<file path="config.mk">
export PLATFORM = sky130hd
export DESIGN_NAME = vga_vram_arbiter
export DESIGN_NICKNAME = d
export VERILOG_FILES = /design/src/rtl/vga_vram_arbiter.sv
export SDC_FILE = /design/constraint.sdc
export NUM_CORES = 1
export LEC_CHECK = 0
export CORE_MARGIN = 3
export CORE_UTILIZATION = 60
export CTS_BUF_LIST = sky130_fd_sc_hd__clkbuf_4 sky130_fd_sc_hd__clkbuf_8
export DETAILED_ROUTE_END_ITERATION = 7
export MAX_ROUTING_LAYER = met4
export PLACE_DENSITY = 0.83
export SLEW_MARGIN = 20
export SYNTH_ARGS = -nofsm -noshare
export SYNTH_HDL_FRONTEND = slang
export SYNTH_SLANG_ARGS = --single-unit
</file>
<file path="constraint.sdc">
create_clock -name clk -period 3.5 [get_ports clk]
set_clock_uncertainty 0.15 [all_clocks]
set_input_delay 0.7 -clock clk [delete_from_list [all_inputs] [get_ports clk]]
set_output_delay 0.7 -clock clk [all_outputs]
set_load 0.05 [all_outputs]
</file>
<file path="src/rtl/vga_vram_arbiter.sv">
// vga_vram_arbiter: shares one single-port video RAM between a prefetching show-ahead
// pixel FIFO for VGA scanout and a CPU bus port, with display priority when the FIFO runs low.
module vga_vram_arbiter #(
    parameter int RES_X      = 640,
    parameter int RES_Y      = 480,
    parameter int ADDR_W     = 19,
    parameter int FIFO_DEPTH = 16,
    parameter int LOW_WM     = 4
) (
    input  logic              clk,
    input  logic              rst_n,
    input  logic              frame_start,
    input  logic              pix_req,
    output logic [31:0]       pix_data,
    output logic              underrun,
    input  logic              cpu_valid,
    input  logic              cpu_we,
    input  logic [ADDR_W-1:0] cpu_addr,
    input  logic [31:0]       cpu_wdata,
    output logic              cpu_ready,
    output logic              cpu_rvalid,
    output logic [31:0]       cpu_rdata,
    output logic              mem_en,
    output logic              mem_we,
    output logic [ADDR_W-1:0] mem_addr,
    output logic [31:0]       mem_wdata,
    input  logic [31:0]       mem_rdata
);
    localparam int PW = $clog2(FIFO_DEPTH);
    localparam int CW = PW + 1;
    localparam logic [ADDR_W:0] PIXELS = (ADDR_W+1)'(RES_X * RES_Y);
    localparam logic [CW:0]     LOW    = (CW+1)'(LOW_WM);
    localparam logic [CW:0]     DEPTH  = (CW+1)'(FIFO_DEPTH);

    logic [31:0]     fifo_mem [FIFO_DEPTH];
    logic [PW-1:0]   rd_ptr, wr_ptr;
    logic [CW-1:0]   count;
    logic [ADDR_W:0] fetch_addr;
    logic            fetch_active, inflight, cpu_rd_pend;
    logic [CW:0]     occ;
    logic            urgent, disp_rd, push, pop;

    // Occupancy includes the read in flight so a returning word always has a free slot.
    always_comb begin
        occ       = {1'b0, count} + {{CW{1'b0}}, inflight};
        urgent    = fetch_active && occ < LOW;
        cpu_ready = rst_n && cpu_valid && !urgent;
        disp_rd   = fetch_active && !cpu_ready && occ < DEPTH;
        mem_en    = disp_rd || cpu_ready;
        mem_we    = cpu_ready && cpu_we;
        mem_addr  = disp_rd ? fetch_addr[ADDR_W-1:0] : cpu_ready ? cpu_addr : '0;
        mem_wdata = cpu_ready ? cpu_wdata : '0;
        pix_data  = count != '0 ? fifo_mem[rd_ptr] : '0;
        push      = inflight && !frame_start;
        pop       = pix_req && count != '0 && !frame_start;
    end

    always_ff @(posedge clk)
        if (push) fifo_mem[wr_ptr] <= mem_rdata;

    always_ff @(posedge clk or negedge rst_n) begin
        if (!rst_n) begin
            rd_ptr       <= '0;
            wr_ptr       <= '0;
            count        <= '0;
            fetch_addr   <= '0;
            fetch_active <= 1'b0;
            inflight     <= 1'b0;
            cpu_rd_pend  <= 1'b0;
            cpu_rvalid   <= 1'b0;
            cpu_rdata    <= '0;
            underrun     <= 1'b0;
        end else begin
            cpu_rd_pend <= cpu_ready && !cpu_we;
            cpu_rvalid  <= cpu_rd_pend;
            if (cpu_rd_pend) cpu_rdata <= mem_rdata;
            if (pix_req && count == '0 && !frame_start) underrun <= 1'b1;
            if (frame_start) begin
                rd_ptr       <= '0;
                wr_ptr       <= '0;
                count        <= '0;
                fetch_addr   <= '0;
                fetch_active <= 1'b1;
                inflight     <= 1'b0;
            end else begin
                inflight <= disp_rd;
                if (disp_rd) begin
                    fetch_addr <= fetch_addr + 1'b1;
                    if (fetch_addr + 1'b1 == PIXELS) fetch_active <= 1'b0;
                end
                if (push) wr_ptr <= wr_ptr + 1'b1;
                if (pop) rd_ptr <= rd_ptr + 1'b1;
                count <= count + CW'(push) - CW'(pop);
            end
        end
    end
endmodule

</file>
==> key figures <==
Outcome
  – Result of the run: finished, violations left
  – Failing checks: setup timing

Critical path
  – Crit path max fanout: 6
  – Worst setup SP type: flop
  – WP data required: roughly 2.7 ns
  – Critical path arrival: between 2 and 3 ns
  – CP endpoint kind: output pin
  – Critical path class: flop to output pin

Floorplan
  – Cell Rows: 71
  – Die width: just over 200 µm
  – Starting Density: 0.614
  – Num ports: between 200 and 250
  – Die area: 41300 µm²
  – Die height: approximately 200 µm
  – Core footprint: 38000 µm²

Pwr
  – P_leak: between 10 and 15 nW
  – Peak VDD IR: 0.944 mV
  – Total Power: between 20 and 25 mW
  – Pwr per Cell Area: approximately 740 nW/µm²

Synth
  – Synthesized flop and latch total: ~580
  – Syn avg cell area: 20.5 µm²
  – Synth top area share: 0.658
  – Library cells used by synthesis: 44
  – Cells after synthesis: about 1100
  – Post-synthesis mux area share: 0.171
  – FFs w/ async S/R, synth: 0.120
  – Seq/Total Area, Yosys: 0.734
  – Number of synthesized flops with an enable pin: slightly above 500
  – Number of synthesis warnings: 0
  – Post-synth top area cell: edfxtp_1
  – Post-Synth Simple-Gate Area: 0.0472
  – Ys flop type: edfxtp_1
  – Xor/xnor share of the synthesized area: 0.0120
  – Compound-Gate Fraction of Synth Area: 0.0138
  – Most frequent cell after synthesis: edfxtp_1
  – Synthesized area: ~23000 µm²
  – Main combinational cell family by area after synthesis: multiplexers
  – Post-Synth Adder-Cell Area: 0.00890
  – Synth top area cells: edfxtp_1 (66%), mux4_2 (15%), dfrtp_1 (7.5%), mux2_2 (1.5%), and2_1 (1.3%)
  – Synth top cells by count: edfxtp_1 (512), mux4_2 (160), dfrtp_1 (70), and2_1 (49), clkbuf_1 (39)
  – Post-Syn Nets: 1246

STA
  – Setup ws final: -0.230 ns
  – Slew @ Worst Pin: 1.10 ns
  – Final setup viols: 83
  – Hold WS: between 0.3 and 0.4 ns
  – Final min period: 3.73 ns
  – Rel. slew slack: 0.268
  – Pins Over Slew Limit: 0
  – Final hold violations: 0
  – Final period util: 1.07
  – Fmax: about 270 MHz
  – RSZ-0062 raised after global routing: yes

CTS
  – Clock slew at reported path FFs: ~0.06 ns
  – CTS tree: done
  – Root buffer cell: clkbuf_8
  – Clock Sinks: ~580
  – Clock tree buffer depth: 3
  – Num CTS Buffers: between 80 and 90
  – Clk Latency, worst-skew pair: 0.63 ns
  – H-tree depth: 3

Place
  – DP HPWL: roughly 32 mm
  – GP Congestion: 0.792
  – Count of input and output buffers: 208

Run
  – MaxCap Viol Count: 0

Detailed routing
  – Avg Vias per Cell: about 6.4
  – # DRC: 0
  – Vias: 13200
  – DRT Pass-1 Iters: 5
  – Post-DRT Antenna Nets: 0
  – Initial DRC count: 1714
  – Routed wire per std cell: 28.9 µm
  – DRT Wirelength: roughly 60 mm

Global routing
  – Vias in the first global route: around 14000
  – Grt ovf: 0
  – Tot GR Track Use: 0.297
  – Largest net degree at the start of global routing: between 50 and 60
  – Initial antenna violation count: 1
  – First-pass GRT wire length: between 80 and 90 mm

Min path
  – Hold crit path type: flop to flop

Finish
  – # fillers: 1810
  – Final #Nets: approximately 1600
  – Share of layout cells above drive strength 1: 0.412
  – Area Growth Syn to Fin: 29.3%
  – Post-layout util: 0.794
-- cell type report --
class                           instances  area [µm²]  area share
Sequential cell                       582       17100       0.568
Multi-Input combinational cell        483        6320       0.209
Timing Repair Buffer                  311        4170       0.138
Clock buffer                          144        1710      0.0565
Tap cell                              511         639      0.0212
Clock inverter                         22         171     0.00568
Inverter                               12        45.0     0.00149
Antenna cell                            1        2.50   0.0000829
-- cells in the final DEF, fill, tap and decap left out, types with 13 or more instances in the layout --
cell type,Yosys,layout
dfrtp_1,70,62
ha_1,15,13
a22o_4,0,16
buf_12,0,79
buf_16,0,13
clkbuf_4,0,44
nand2_1,15,14
clkbuf_8,0,100
edfxtp_1,512,512
mux2_2,32,32
nor2_1,38,37
buf_6,1,36
and2_4,0,33
nor2b_1,34,22
mux4_2,160,160
xor2_1,24,24
clkdlybuf4s50_1,0,121
and2_2,0,16
nand4_1,18,18
buf_4,0,49
-- registers in the layout (all words and copies together) (netlist names), 4 cells and up --
register    cells
count           5
cpu_rdata      32
fetch_addr     20
fifo_mem      512
rd_ptr          4
wr_ptr          4
-- stage by stage --
step                instance area, µm²  std cells  worst slack [ns]  TNS [ns]
finish                           30200       2066            -0.230     -9.41
CTS                              29900       2058            -0.246     -9.83
detailed placement               27000       1852             0.255         0
global placement                 27000       1852             0.342         0
floorplan                        23300       1141             0.142         0
global route                     30200       2066            -0.304    -18.90
-- metal layers --
| metal | GRT usage | routed length (µm) | vias to the layer above |
|---|---|---|---|
| li1 | - | - | 5352 |
| met1 | 0.398 | 21600 | 6829 |
| met2 | 0.476 | 30900 | 811 |
| met3 | 0.0533 | 5340 | 167 |
| met4 | 0.0964 | 1830 | 0 |
| met5 | - | 0 | - |
-- where the power goes --
part	switching (mW)	total, mW	internal [mW]
clock network	2.56	5.81	3.25
logic	4.37	8.25	3.88
registers	0.274	8.18	7.90
-- final timing paths --
check                                   from            to  slack, ns  cells after the start
worst max-delay path               rd_ptr[0]  pix_data[29]      -0.23                      7
worst min-delay path            cpu_rdata[0]  cpu_rdata[0]       0.35                      1
worst max register to register      count[2]      count[4]       0.15                     16
worst min register to register  cpu_rdata[0]  cpu_rdata[0]       0.35                      1
max in group asynchronous              rst_n     rd_ptr[0]       1.56                      4
min in group asynchronous              rst_n  cpu_rdata[3]       0.52                      3
-- timing repair --
| item | CTS | global route |
|---|---|---|
| pin swaps | 29 | 29 |
| endpoints found under the setup margin | 85 | 85 |
| buffers inserted | 25 | 7 |
| hold endpoints to repair | 18 | 0 |
| gates resized for setup | 133 | 33 |
| hold buffers | 1 | 0 |
| gates cloned | 14 | 6 |
-- worst max-delay path, cell delays in order, from the launching register on --
cell and delay (ns):
dfrtp_4 0.52, buf_8 0.17, buf_12 0.13, buf_16 0.14, mux4_2 0.45, mux4_2 0.47
nor2b_1 0.18, buf_6 0.20
-- cells by family after synthesis --
| group | after synthesis |
|---|---|
| fa+ha+maj | 16 |
| simple gates | 196 |
| compound gates | 44 |
| mux | 195 |
| buf+inv | 76 |
| flops | 582 |
| xor+xnor | 32 |
No activity file was read; power rests on OpenSTA's default activity.
